`src/rtl/stream_packer_pkg.sv`:
```
`default_nettype none
// ============================================================================
// Module   : stream_pack_pkg
// Purpose  : Shared constants and helpers for the stream packer slice.
//            Holds the default lane width, lanes-per-word ratio and idle-gap
//            flush threshold, plus a width helper for the counters.
// Ports    : n/a (package)
// Revision : 1.0 - initial release
// ============================================================================
package stream_pack_pkg;

    localparam int DEFAULT_IN_W      = 8;
    localparam int DEFAULT_RATIO     = 4;
    localparam int DEFAULT_FLUSH_GAP = 16;

    // Bits needed to hold values 0..n-1 (never less than 1).
    function automatic int cnt_width(input int n);
        int w;
        w = 1;
        for (int i = 0; i < 32; i++) begin
            if ((1 << w) < n) begin
                w = w + 1;
            end
        end
        return w;
    endfunction

endpackage

`default_nettype wire

```
`src/rtl/stream_packer_if.sv`:
```
`default_nettype none
// ============================================================================
// Module   : stream_packer_if
// Purpose  : Bundles the lane input side and the word output handshake of
//            the stream packer.
// Ports    : valid_in/data_in   - input lane (no backpressure)
//            flush/clr_ovf      - partial-word flush, sticky overflow clear
//            valid_out/ready_out/data_out/keep_out/last_out - output word
//            overflow           - sticky word-dropped flag
//            modport slave  : packer side
//            modport master : producer/consumer side
// Revision : 1.0 - initial release
// ============================================================================
interface stream_packer_if
    import stream_pack_pkg::*;
#(
    parameter int IN_W  = DEFAULT_IN_W,
    parameter int RATIO = DEFAULT_RATIO
);
    localparam int OUT_W = IN_W * RATIO;

    logic             valid_in;
    logic [IN_W-1:0]  data_in;
    logic             flush;
    logic             clr_ovf;
    logic             valid_out;
    logic             ready_out;
    logic [OUT_W-1:0] data_out;
    logic [RATIO-1:0] keep_out;
    logic             last_out;
    logic             overflow;

    modport slave (
        input  valid_in, data_in, flush, clr_ovf, ready_out,
        output valid_out, data_out, keep_out, last_out, overflow
    );

    modport master (
        output valid_in, data_in, flush, clr_ovf, ready_out,
        input  valid_out, data_out, keep_out, last_out, overflow
    );

endinterface

`default_nettype wire

```
`src/rtl/stream_packer_fifo.sv`:
```
`default_nettype none
// ============================================================================
// Module   : pack_out_fifo
// Purpose  : Two-entry output FIFO holding {last, keep, data} words.
//            Head entry is driven straight from storage so it stays stable
//            while the consumer stalls. A push while full is only written
//            when a pop frees the head slot in the same cycle.
// Ports    : clk, rst_n  - clock, asynchronous active-low reset
//            push_i/data_i - write request and entry
//            pop_i         - remove head entry
//            full_o        - both entries occupied
//            valid_o/data_o- head entry present / head entry
// Revision : 1.0 - initial release
// ============================================================================
module pack_out_fifo
    import stream_pack_pkg::*;
#(
    parameter int W = 37
) (
    input  wire logic         clk,
    input  wire logic         rst_n,
    input  wire logic         push_i,
    input  wire logic [W-1:0] data_i,
    input  wire logic         pop_i,
    output logic              full_o,
    output logic              valid_o,
    output logic [W-1:0]      data_o
);

    logic [W-1:0] mem_q [2];
    logic         wr_q;
    logic         rd_q;
    logic [1:0]   cnt_q;
    logic [1:0]   cnt_d;
    logic         w_wr;
    logic         w_rd;

    assign full_o  = (cnt_q == 2'd2);
    assign valid_o = (cnt_q != 2'd0);
    assign data_o  = mem_q[rd_q];

    // On a full FIFO the write slot equals the head slot; writing it is safe
    // only because that head is leaving in the same cycle.
    assign w_wr = push_i && (!full_o || pop_i);
    assign w_rd = pop_i && valid_o;

    always_comb begin
        cnt_d = cnt_q;
        if (w_wr && !w_rd) begin
            cnt_d = cnt_q + 2'd1;
        end else if (w_rd && !w_wr) begin
            cnt_d = cnt_q - 2'd1;
        end
    end

    always_ff @(posedge clk or negedge rst_n) begin
        if (!rst_n) begin
            for (int i = 0; i < 2; i++) begin
                mem_q[i] <= '0;
            end
            wr_q  <= 1'b0;
            rd_q  <= 1'b0;
            cnt_q <= 2'd0;
        end else begin
            if (w_wr) begin
                mem_q[wr_q] <= data_i;
            end
            wr_q  <= wr_q ^ w_wr;
            rd_q  <= rd_q ^ w_rd;
            cnt_q <= cnt_d;
        end
    end

endmodule

`default_nettype wire

```
`src/rtl/stream_packer.sv`:
```
`default_nettype none
// ============================================================================
// Module   : stream_packer
// Purpose  : Packs RATIO narrow lanes of IN_W bits into one OUT_W word.
//            Full words are pushed with keep all ones; partial words are
//            pushed on an explicit flush or after FLUSH_GAP idle cycles with
//            last set and keep marking the filled lanes. Words queue in a
//            two-entry FIFO; a word pushed into a full FIFO without a pop is
//            dropped and raises the sticky overflow flag.
// Ports    : clk    - rising-edge clock
//            rst_n  - asynchronous active-low reset
//            bus    - stream_packer_if.slave (lane input, word output,
//                     flush, clr_ovf, overflow)
// Revision : 1.0 - initial release
// ============================================================================
module stream_packer
    import stream_pack_pkg::*;
#(
    parameter int IN_W      = DEFAULT_IN_W,
    parameter int RATIO     = DEFAULT_RATIO,
    parameter int FLUSH_GAP = DEFAULT_FLUSH_GAP,
    parameter bit MSB_FIRST = 1'b0
) (
    input  wire logic       clk,
    input  wire logic       rst_n,
    stream_packer_if.slave  bus
);

    localparam int c_out_w  = IN_W * RATIO;
    localparam int c_cnt_w  = cnt_width(RATIO);
    localparam int c_fill_w = cnt_width(RATIO + 1);
    localparam int c_gap_w  = cnt_width(FLUSH_GAP + 1);
    localparam int c_ent_w  = 1 + RATIO + c_out_w;
    localparam logic [c_gap_w:0] c_gap_lim = (c_gap_w + 1)'(FLUSH_GAP);

    generate
        if (RATIO < 2 || IN_W < 1) begin : g_bad_params
            $error("stream_packer: RATIO must be >= 2 and IN_W >= 1");
        end
    endgenerate

    logic [c_out_w-1:0]  acc_q,  acc_d;
    logic [c_cnt_w-1:0]  lane_q, lane_d;
    logic [c_gap_w-1:0]  gap_q,  gap_d;
    logic                ovf_q,  ovf_d;

    logic [c_out_w-1:0]  w_acc_ins;
    logic [c_fill_w-1:0] w_fill;
    logic [c_gap_w:0]    w_gap_next;
    logic                w_full;
    logic                w_gap_hit;
    logic                w_flush_evt;
    logic                w_push;
    logic [RATIO-1:0]    w_keep;
    logic                w_fifo_full;
    logic                w_fifo_valid;
    logic                w_pop;
    logic                w_drop;
    logic [c_ent_w-1:0]  w_head;

    // Accumulator with the current lane merged in. Unfilled lanes are zero
    // because the accumulator is cleared on every push and at reset.
    always_comb begin
        w_acc_ins = acc_q;
        for (int k = 0; k < RATIO; k++) begin
            if (bus.valid_in && (lane_q == c_cnt_w'(k))) begin
                w_acc_ins[(MSB_FIRST ? (RATIO - 1 - k) : k) * IN_W +: IN_W] = bus.data_in;
            end
        end
    end

    // Lanes held once this cycle's input is included.
    assign w_fill = c_fill_w'(lane_q) + c_fill_w'(bus.valid_in);
    assign w_full = bus.valid_in && (lane_q == c_cnt_w'(RATIO - 1));

    // Gap expiry fires on the idle cycle whose increment reaches FLUSH_GAP.
    assign w_gap_next = {1'b0, gap_q} + {{c_gap_w{1'b0}}, 1'b1};
    assign w_gap_hit  = (FLUSH_GAP != 0) && !bus.valid_in && (lane_q != '0)
                        && (w_gap_next >= c_gap_lim);

    // Flush (explicit or gap) only matters with something in the accumulator;
    // when it coincides with the completing lane the single word gets last=1.
    assign w_flush_evt = (bus.flush || w_gap_hit) && (w_fill != '0);
    assign w_push      = w_full || w_flush_evt;

    always_comb begin
        w_keep = '0;
        for (int k = 0; k < RATIO; k++) begin
            w_keep[k] = (c_fill_w'(k) < w_fill);
        end
    end

    assign w_pop  = w_fifo_valid && bus.ready_out;
    assign w_drop = w_push && w_fifo_full && !w_pop;

    always_comb begin
        acc_d  = w_push ? '0 : w_acc_ins;
        lane_d = w_push ? '0 : w_fill[c_cnt_w-1:0];

        gap_d = gap_q;
        if (bus.valid_in || w_push || (lane_q == '0)) begin
            gap_d = '0;
        end else if (w_gap_next <= c_gap_lim) begin
            gap_d = w_gap_next[c_gap_w-1:0];
        end

        // A drop in the same cycle as a clear keeps the flag set.
        ovf_d = ovf_q;
        if (w_drop) begin
            ovf_d = 1'b1;
        end else if (bus.clr_ovf) begin
            ovf_d = 1'b0;
        end
    end

    always_ff @(posedge clk or negedge rst_n) begin
        if (!rst_n) begin
            acc_q  <= '0;
            lane_q <= '0;
            gap_q  <= '0;
            ovf_q  <= 1'b0;
        end else begin
            acc_q  <= acc_d;
            lane_q <= lane_d;
            gap_q  <= gap_d;
            ovf_q  <= ovf_d;
        end
    end

    pack_out_fifo #(
        .W (c_ent_w)
    ) u_fifo (
        .clk     (clk),
        .rst_n   (rst_n),
        .push_i  (w_push),
        .data_i  ({w_flush_evt, w_keep, w_acc_ins}),
        .pop_i   (w_pop),
        .full_o  (w_fifo_full),
        .valid_o (w_fifo_valid),
        .data_o  (w_head)
    );

    assign bus.valid_out = w_fifo_valid;
    assign bus.last_out  = w_head[c_ent_w-1];
    assign bus.keep_out  = w_head[c_out_w +: RATIO];
    assign bus.data_out  = w_head[c_out_w-1:0];
    assign bus.overflow  = ovf_q;

endmodule

`default_nettype wire

```
`src/flat_wrapper.sv`:
```
// flat-port wrapper written by rule: the top's interface ports become plain ports
module stream_packer_flat import stream_pack_pkg::*;
#(
    parameter int IN_W      = DEFAULT_IN_W,
    parameter int RATIO     = DEFAULT_RATIO,
    parameter int FLUSH_GAP = DEFAULT_FLUSH_GAP,
    parameter bit MSB_FIRST = 1'b0
)
  (clk, rst_n, bus_valid_in, bus_data_in, bus_flush, bus_clr_ovf, bus_ready_out, bus_valid_out, bus_data_out, bus_keep_out, bus_last_out, bus_overflow);
  stream_packer_if #(.IN_W(IN_W), .RATIO(RATIO)) bus_i ();
  input  wire logic clk;
  input  wire logic rst_n;
  input wire logic [$bits(bus_i.valid_in)-1:0] bus_valid_in;
  input wire logic [$bits(bus_i.data_in)-1:0] bus_data_in;
  input wire logic [$bits(bus_i.flush)-1:0] bus_flush;
  input wire logic [$bits(bus_i.clr_ovf)-1:0] bus_clr_ovf;
  input wire logic [$bits(bus_i.ready_out)-1:0] bus_ready_out;
  output wire logic [$bits(bus_i.valid_out)-1:0] bus_valid_out;
  output wire logic [$bits(bus_i.data_out)-1:0] bus_data_out;
  output wire logic [$bits(bus_i.keep_out)-1:0] bus_keep_out;
  output wire logic [$bits(bus_i.last_out)-1:0] bus_last_out;
  output wire logic [$bits(bus_i.overflow)-1:0] bus_overflow;
  assign bus_i.valid_in = bus_valid_in;
  assign bus_i.data_in = bus_data_in;
  assign bus_i.flush = bus_flush;
  assign bus_i.clr_ovf = bus_clr_ovf;
  assign bus_i.ready_out = bus_ready_out;
  assign bus_valid_out = bus_i.valid_out;
  assign bus_data_out = bus_i.data_out;
  assign bus_keep_out = bus_i.keep_out;
  assign bus_last_out = bus_i.last_out;
  assign bus_overflow = bus_i.overflow;
  stream_packer #(.IN_W(IN_W), .RATIO(RATIO), .FLUSH_GAP(FLUSH_GAP), .MSB_FIRST(MSB_FIRST)) u_core (.clk(clk), .rst_n(rst_n), .bus(bus_i));
endmodule
```
`config.mk`:
```
export PLATFORM = sky130hd
export DESIGN_NAME = stream_packer_flat
export DESIGN_NICKNAME = d
export VERILOG_FILES = /design/src/rtl/stream_packer_pkg.sv /design/src/rtl/stream_packer_if.sv /design/src/rtl/stream_packer_fifo.sv /design/src/rtl/stream_packer.sv /design/src/flat_wrapper.sv
export SDC_FILE = /design/constraint.sdc
export NUM_CORES = 1
export LEC_CHECK = 0
export CAP_MARGIN = 20
export CORE_MARGIN = 4
export CORE_UTILIZATION = 51
export CTS_CLUSTER_DIAMETER = 40
export DETAILED_ROUTE_END_ITERATION = 12
export GPL_ROUTABILITY_DRIVEN = 0
export PLACE_DENSITY = 0.8
export SYNTH_ARGS = -nofsm -noshare
export SYNTH_HDL_FRONTEND = slang
export SYNTH_SLANG_ARGS = --single-unit
```
`constraint.sdc`:
```
create_clock -name clk -period 2.89 [get_ports clk]
set_input_delay 0.4335 -clock clk [delete_from_list [all_inputs] [get_ports clk]]
set_output_delay 0.4335 -clock clk [all_outputs]
set_load 0.005 [all_outputs]
```
After elaboration in Yosys (flattened, before gate mapping):

Index checks and enable logic that the tools add are counted.

* register bits: 118
* output and inout port bits: 39
* word-level logic and storage cells: 80

* $add $sub $neg: 4
* $lt $le $gt $ge: 9
* eq/ne operators: 4
* mux-type cells: 18
* bitwise gates (word level): 4
* reductions and logical operators: 32

Operators by type and width (number)
* $mux W37: 4
* $bwmux W74: 1
* $demux W37 S1: 1
* $mux W32: 1
* $mux W8: 4
* $logic_and A1 B1 Y1: 15
* $mux W5: 2
* $reduce_bool A2 Y1: 5
* $add A5 B1 Y6 const B: 1
* $eq A2 B2 Y1 const B: 3
* $ge A6 B5 Y1 const B: 1
* $le A6 B5 Y1 const B: 1
* $lt A1 B3 Y1 const A: 2
* $lt A2 B3 Y1 const A: 2
* $mux W2: 3
* $logic_not A1 Y1: 5
* $logic_or A1 B1 Y1: 5
* $ge A2 B2 Y1 const B: 2
* $not A1 Y2: 2
* $add A2 B1 Y3: 1
* $reduce_bool A3 Y1: 1
* $add A2 B1 Y2 const B: 1
* $eq A2 B1 Y1 const B: 1
* $logic_not A2 Y1: 1
* 4 further kinds: 6

Logic depth before layout (Yosys ltp):

Gate-level depths: netlist (run 1).

* depth in word-level cells: 11
* gate-level depth with buffers: 12
* gate-level depth less buffers: 11

Modules after synthesis:

From an unflattened synthesis (run 1), not the netlist that was laid out.

* cells, all modules: 385
* area, all modules: 5793.1 um2

By module, submodules not included
* pack_out_fifo: times used 1, cells an instance 216, area each 3741.1 um2
* stream_packer: times used 1, cells an instance 169, area each 2052.0 um2

Worst setup path before layout (run 1):

No wires, ideal clock.

* kind: input to register
* start: input port bus_valid_in
* end: register u_core.u_fifo.mem_q[40] in the netlist's numbering
* library setup time: 0.137 ns
* data arrival time: 2.582 ns
* required time: 2.753 ns
* setup slack: 0.171 ns
* stages on the path: 12
* path buffers: 3
* cell sequence: ha_1 inv_1 ha_1 nor3_1 nor3_1 nor2b_1 a21oi_1 ha_1 clkbuf_1 clkbuf_1 buf_1 a21oi_1

* longest elaborated chain between the ends: 7

RTL lines
* from (decl): RTL line flat_wrapper.sv:13 `input wire logic [$bits(bus_i.valid_in)-1:0] bus_valid_in;`
* parallel branches: the longest is 7 deep, another holds $add A2 B1 Y3
* to (signal, indexed assignment): RTL line stream_packer_fifo.sv:66 `mem_q[wr_q] <= data_i;`
* to (decl): RTL line stream_packer_fifo.sv:30 `logic [W-1:0] mem_q [2];`

Several ways; the timed one is not identified.
A chain may end at the register's enable or synchronous reset.

Worst setup path in the final report (run 1):

* start: register u_core.lane_q[0]
* end: register u_core.u_fifo.mem_q[28] in the netlist's numbering

* longest elaborated chain between the ends: 7

RTL lines
* from (decl): RTL line stream_packer.sv:43 `logic [c_cnt_w-1:0] lane_q, lane_d;`
* from (signal assigned): RTL line stream_packer.sv:124 `lane_q <= lane_d;`
* parallel branches: the longest is 7 deep, another holds $add A2 B1 Y3

Several ways; the timed one is not identified.

==> results of run 1 <==
==> logic make-up after synthesis <==
logic type	synth area share, %
multiplexers	15.9
buffers and inverters	3.54
flip-flops	57.2
XOR/XNOR	0.678
AND/OR/NAND/NOR	12.2
AO/OA/AOI/OAI	8.58
adder cells (fa/ha/maj)	1.94
==> worst min path at each step <==
stage / end / slack [ns] / startpoint
4_1_cts: u_core.u_fifo.mem_q[21] / 0.43 / rst_n
3_5_place_dp: u_core.u_fifo.mem_q[21] / 0.43 / rst_n
6_report: u_core.u_fifo.mem_q[21] / 0.42 / rst_n
2_1_floorplan: u_core.acc_q[0] / 0.14 / rst_n
5_1_grt: u_core.acc_q[22] / 0.47 / rst_n
3_3_place_gp: u_core.u_fifo.mem_q[58] / 0.42 / rst_n
==> sequential cells by signal (all words and copies together), names as in the netlist <==
name / count
u_core.acc_q: 32
u_core.bus.overflow: 1
u_core.gap_q: 5
u_core.lane_q: 2
u_core.u_fifo.cnt_q: 2
u_core.u_fifo.mem_q: 74
u_core.u_fifo.rd_q: 1
u_core.u_fifo.wr_q: 1
==> worst max-delay path, cell delays in order, from the launching register on <==
cell and delay, ns:
dfrtp_1 0.48, ha_1 0.22, inv_1 0.05, ha_1 0.30, nor3_1 0.06, nor3_1 0.28, nor2b_1 0.11, a21oi_1 0.29
ha_2 0.38, buf_4 0.25, nor2_1 0.06, a21oi_1 0.15
==> synthesized netlist by cell type, drive strengths merged (4+ instances only) <==
cell	count	area share (%)
nand3	5	0.58
clkbuf	17	1.3
dfrtp	118	57
mux2	42	9.2
nor3	7	0.78
nand2	15	1.1
and2	4	0.53
mux2i	35	6.8
nor2	102	7.4
inv	8	0.58
buf	13	1.7
ha	8	1.9
a21oi	69	6.8
==> power groups by stage <==
stage / combinational, mW / sequential (mW) / clock (mW)
after floorplan: 1.92 / 2.66 / 0
after global placement: 3.17 / 2.72 / 0
after detailed placement: 3.27 / 2.77 / 0
after CTS: 3.35 / 2.77 / 2.08
after global routing: 3.65 / 2.85 / 2.17
final: 3.31 / 2.77 / 2.06
==> what timing repair did <==
action / in CTS / in global routing
endpoints found under the hold margin: 34 / 0
setup endpoints to repair: 0 / 2
hold buffers: 1 / 0
==> final cells by class <==
cell class,count,area (µm²)
Fill cell,767,3330
Sequential cell,118,2950
Multi-Input combinational cell,316,2030
Timing Repair Buffer,74,723
Clock buffer,21,459
Tap cell,133,166
Clock inverter,9,126
Inverter,8,30.0
==> per-stage QoR <==
step	TNS [ns]	instance area [µm²]	utilization [%]	cells
global route	-0.00765	6490	66.1	679
detailed placement	-10.00	5900	60.1	648
floorplan	0	5160	-	472
finish	0	6490	66.1	679
CTS	0	6490	66.1	679
global placement	0	5900	60.1	648
==> per-layer routing <==
| metal | global-route usage [%] | share of wire, % | vias to the layer above |
|---|---|---|---|
| met5 | 0 | 0 | - |
| met4 | 7.12 | 2.0 | 0 |
| met3 | 4.56 | 4.6 | 19 |
| met2 | 35.7 | 52 | 90 |
| met1 | 27.3 | 42 | 1811 |
| li1 | - | - | 1731 |
==> results_dict.tcl, run 1 <==
set metrics [dict create \
    synth_edf_count 0 \
    firstDrtPassIters 7 \
    fmax_ghz 0.369 \
    cp-endpoint "u_core.u_fifo.mem_q[28]" \
    numCtsBuffers 17 \
    dieArea_um2 11800 \
    grt_max_degree 59 \
    fin_crit_sh_pct 93.9 \
    io_pins 53 \
    hpwl_um 7320 \
    r2r_end "u_core.u_fifo.mem_q[28]" \
    power_switching_mw 2.62 \
    async_reset_ff_share_pct 100 \
    status "finished clean" \
    worst_pin_slew_ns 0.600 \
    relSlewSlack_pct 59.8 \
    clkTransAtPathRegs_ns 0.06 \
    finalSetupViolCount 0 \
    fin_skew_ns 0.00670 \
    layout.nets 557 \
    num_rows 36 \
    postSynthCellCount 472 \
    ir_drop_uv 672 \
    crit_type "reg -> reg" \
    hold_viol_final 0 \
    die_y_um 109 \
    p_leak_nw 3.04 \
    cts_setup_buffers 0 \
    min_path_type "in -> async" \
    internal_power_mw 5.53 \
    final_layout_size_suffix_gt1_share_pct 18.7 \
    power.clock.fraction_pct 25.3 \
    mostFrequentLayoutCell "dfrtp_1" \
    cts_resized 0 \
    ant_nets 0 \
    rr_worst_depth 11 \
    cts_tree "done" \
    synthToLayoutAreaGrowth_pct 25.7 \
    synth-seq-cells 118 \
    drtIter0Drc 199 \
    clk_path_buf_depth 2 \
    synth.avg_cell_area_um2 10.9 \
    regToRegSetupSlack_ns 0.18 \
    core-area_um2 9820 \
    grt_pass1_wl_um 19200 \
    timing.hold.ws_ns 0.416 \
    drc 0 \
    powerDensity_nw_per_um2 1250 \
    synth_cell_type_count 40 \
    netSwitchingFraction_pct 32.1 \
    total_power_mw 8.14 \
    fin_crit_ns 2.71 \
    drt-total-wl_um 11400 \
    seq_power_share_pct 34.1 \
    clock_latency_ns 0.51 \
    ys_seq_area_share_pct 57.2 \
    chipWidth_um 109 \
    gr-usage-all-layers_pct 21.2 \
    cp.arrival_ns 3.14 \
    syn_nets 494 \
    synth_top_flop_cell "dfrtp_1" \
    place_ws_ns -0.184 \
    grt_setup_unrepaired "true" \
    clock-root-buffer "clkbuf_8" \
    maxSlewViolCount 0 \
    crit_start "u_core.lane_q[0]" \
    final_cell_mix "118 x dfrtp_1, 102 x nor2_1, 68 x a21oi_1" \
    required_ns 3.32 \
    htreeDepth 4 \
    maxCapViolCount 0 \
    combPwrFrac_pct 40.6 \
    worst_slack_ns 0.176 \
    vias 3651 \
    antenna_cells 0 \
    start_util_pct 52.6 \
    synthesis.area_um2 5160 \
    io_buffers 52 \
    antenna_found_initial 0 \
    crit_path_end_kind "flip-flop" \
    cp_max_fo 16 \
    ys_warn_count 0 \
    numClockSinks 118 \
    regToRegStartpoint "u_core.lane_q[0]" \
    viasPerCell 5.38 \
    grt-ovfl-total 0 \
    grt_pass1_vias 3825 \
    start_kind "flip-flop" \
    post_drt_wl_per_cell_um 16.8 \
]
Note: power is estimated with default switching activity, not from simulation.
==> inputs of run 2 (changes only) <==
--- a/config.mk
+++ b/config.mk
@@ -12,6 +12,7 @@
 export DETAILED_ROUTE_END_ITERATION = 12
 export GPL_ROUTABILITY_DRIVEN = 0
 export PLACE_DENSITY = 0.8
+export RECOVER_POWER = 50
 export SYNTH_ARGS = -nofsm -noshare
 export SYNTH_HDL_FRONTEND = slang
 export SYNTH_SLANG_ARGS = --single-unit
==> run 2 against run 1 <==
  * The run now ends with max-capacitance violations, max-slew violations left
  * Die area unchanged
  * Largest cell class unchanged
  * Clock power about the same
  * Worst setup slack worse by 0.0089 ns
  * Sequential power about the same
  * Critical path type unchanged
  * Critical endpoint is now u_core.u_fifo.mem_q[57]
  * Fmax down 0.33%
  * Final area down 0.12%
  * First-iteration DRC count up 6.5%
  * Combinational power about the same
  * Total power down 0.11%
  * Core utilization down 0.077 points
==> results_dict.tcl, run 2 (synthesis results as in run 1) <==
set metrics [dict create \
    core-area_um2 9820 \
    dieArea_um2 11800 \
    num_rows 36 \
    antenna_found_initial 0 \
    largestRegisters "u_core.u_fifo.mem_q (74), u_core.acc_q (32), u_core.gap_q (5)" \
    timing.hold.ws_ns 0.496 \
    drt-total-wl_um 11400 \
    dp.cells 648 \
    fin_skew_ns 0.00712 \
    min_path_type "reg -> reg" \
    cts_resized 0 \
    met2WireLength_um 5910 \
    drt-met1-wl_um 4850 \
    grt_pass1_vias 3825 \
    gr-usage-all-layers_pct 21.2 \
    fin_crit_ns 2.72 \
    layout.nets 557 \
    top_layer_used "met4" \
    final_cell_mix "118 x dfrtp_1, 102 x nor2_1, 68 x a21oi_1" \
    numCtsBuffers 17 \
    viasPerCell 5.35 \
    cts_setup_buffers 0 \
    clk_path_buf_depth 2 \
    min_to "u_core.acc_q[26]" \
    holdPathStages 2 \
    cp_max_fo 12 \
    maxSlewViolCount 36 \
    grt_pass1_wl_um 19200 \
    total_power_mw 8.13 \
    final_layout_size_suffix_gt1_share_pct 18.3 \
    vias 3632 \
    rr_worst_depth 11 \
    finalSetupViolCount 0 \
    setup-tns-final_ns 0 \
    die_y_um 109 \
    synthToLayoutAreaGrowth_pct 25.6 \
    worst_slack_ns 0.168 \
    hold_viol_final 0 \
    io_pins 53 \
    mostFrequentLayoutCell "dfrtp_1" \
    largest_reg_flops 74 \
    post_drt_wl_per_cell_um 16.8 \
    fin_cells 679 \
    clkTransAtPathRegs_ns 0.06 \
    cp_cell_sequence "ha_1 > inv_1 > ha_1 > nor3_1 > nor3_1 > nor2b_1 > a21oi_1 > ha_2 > buf_4 > nor2_1 > a21oi_1" \
    regToRegStartpoint "u_core.lane_q[0]" \
    clock-root-buffer "clkbuf_8" \
    grt_setup_unrepaired "true" \
    p_leak_nw 3.03 \
    antenna_cells 0 \
    io_buffers 52 \
    crit_path_end_kind "flip-flop" \
    start_util_pct 52.6 \
    cp.arrival_ns 3.15 \
    powerDensity_nw_per_um2 1250 \
    r2r_end "u_core.u_fifo.mem_q[57]" \
    chipWidth_um 109 \
    htreeDepth 4 \
    fmax_ghz 0.367 \
    crit_type "reg -> reg" \
    numClockSinks 118 \
    start_kind "flip-flop" \
    status "finished with violations" \
    maxCapViolCount 1 \
    grt-ovfl-total 0 \
    worst_pin_slew_ns 1.98 \
    slowest_stage "dfrtp_1" \
    required_ns 3.32 \
    hpwl_um 7320 \
    drtIter0Drc 212 \
    fin_crit_sh_pct 94.2 \
    regToRegSetupSlack_ns 0.17 \
    drc 0 \
    relSlewSlack_pct -32.1 \
    met3_length_um 384 \
    crit_path_max_incr_delay_ns 0.47 \
    grt_max_degree 59 \
    place_ws_ns -0.184 \
    clock_latency_ns 0.52 \
    ant_nets 0 \
    largest_register "u_core.u_fifo.mem_q" \
    firstDrtPassIters 4 \
    cts_tree "done" \
    ir_drop_uv 673 \
    hold_start "u_core.acc_q[26]" \
    violations "max-capacitance violations, max-slew violations" \
]
[run 2: cell types whose count changed in the layout (fill, tap and decap cells not counted), sizes merged]
cell and delta:
buf -3, dlygate4sd3 +2, clkdlybuf4s50 -2, clkbuf +3
[run 2: worst max-delay path, delay by kind of cell (launching register included)]
kind                     cells  cell delay [ns]
AO/OA/AOI/OAI                2             0.43
adder cells (fa/ha/maj)      3             0.90
AND/OR/NAND/NOR              4             0.53
flip-flops                   1             0.47
buffers and inverters        2             0.29
[run 2: power breakdown]
group / total [mW] / leakage [nW] / internal, mW / switching [mW]
Clock: 2.06 / 0.289 / 1.36 / 0.696
Combinational: 3.30 / 1.28 / 1.76 / 1.54
Sequential: 2.77 / 1.46 / 2.39 / 0.379
[run 2: worst max-delay path by stage]
stage	startpoint	end	slack, ns
2_1_floorplan	bus_valid_in	u_core.u_fifo.mem_q[40]	0.17
3_3_place_gp	bus_valid_in	u_core.u_fifo.mem_q[18]	0.03
3_5_place_dp	bus_valid_in	u_core.u_fifo.mem_q[18]	-0.18
4_1_cts	u_core.lane_q[0]	u_core.u_fifo.mem_q[52]	0.17
5_1_grt	u_core.lane_q[0]	u_core.u_fifo.mem_q[2]	-0.006
6_report	u_core.lane_q[0]	u_core.u_fifo.mem_q[57]	0.17
[run 2: stage by stage]
stage / util [%] / instance area (µm²)
6_report: 66.0 / 6480
5_1_grt: 66.0 / 6480
4_1_cts: 66.1 / 6490
3_5_place_dp: 60.1 / 5900
3_3_place_gp: 60.1 / 5900
2_1_floorplan: - / 5160
[run 2: layout make-up]
| cell class | instances | area [µm²] |
|---|---|---|
| timing repair buffer | 74 | 716 |
| multi-input combinational | 316 | 2030 |
| clock inverter | 9 | 126 |
| fill | 767 | 3330 |
| inverter | 8 | 30.0 |
| tap | 133 | 166 |
| sequential | 118 | 2950 |
| clock buffer | 21 | 459 |
[run 2: layer usage]
metal  GRT usage, %  vias to the layer above
met4           7.12                        0
met1           27.3                     1802
met5              0                        -
li1               -                     1731
met2           35.7                       80
met3           4.56                       19
[run 2: repair_timing]
action | 4_1_cts | 5_1_grt
setup endpoints to repair | 0 | 2
hold buffers | 1 | 0
hold endpoints to repair | 34 | 0
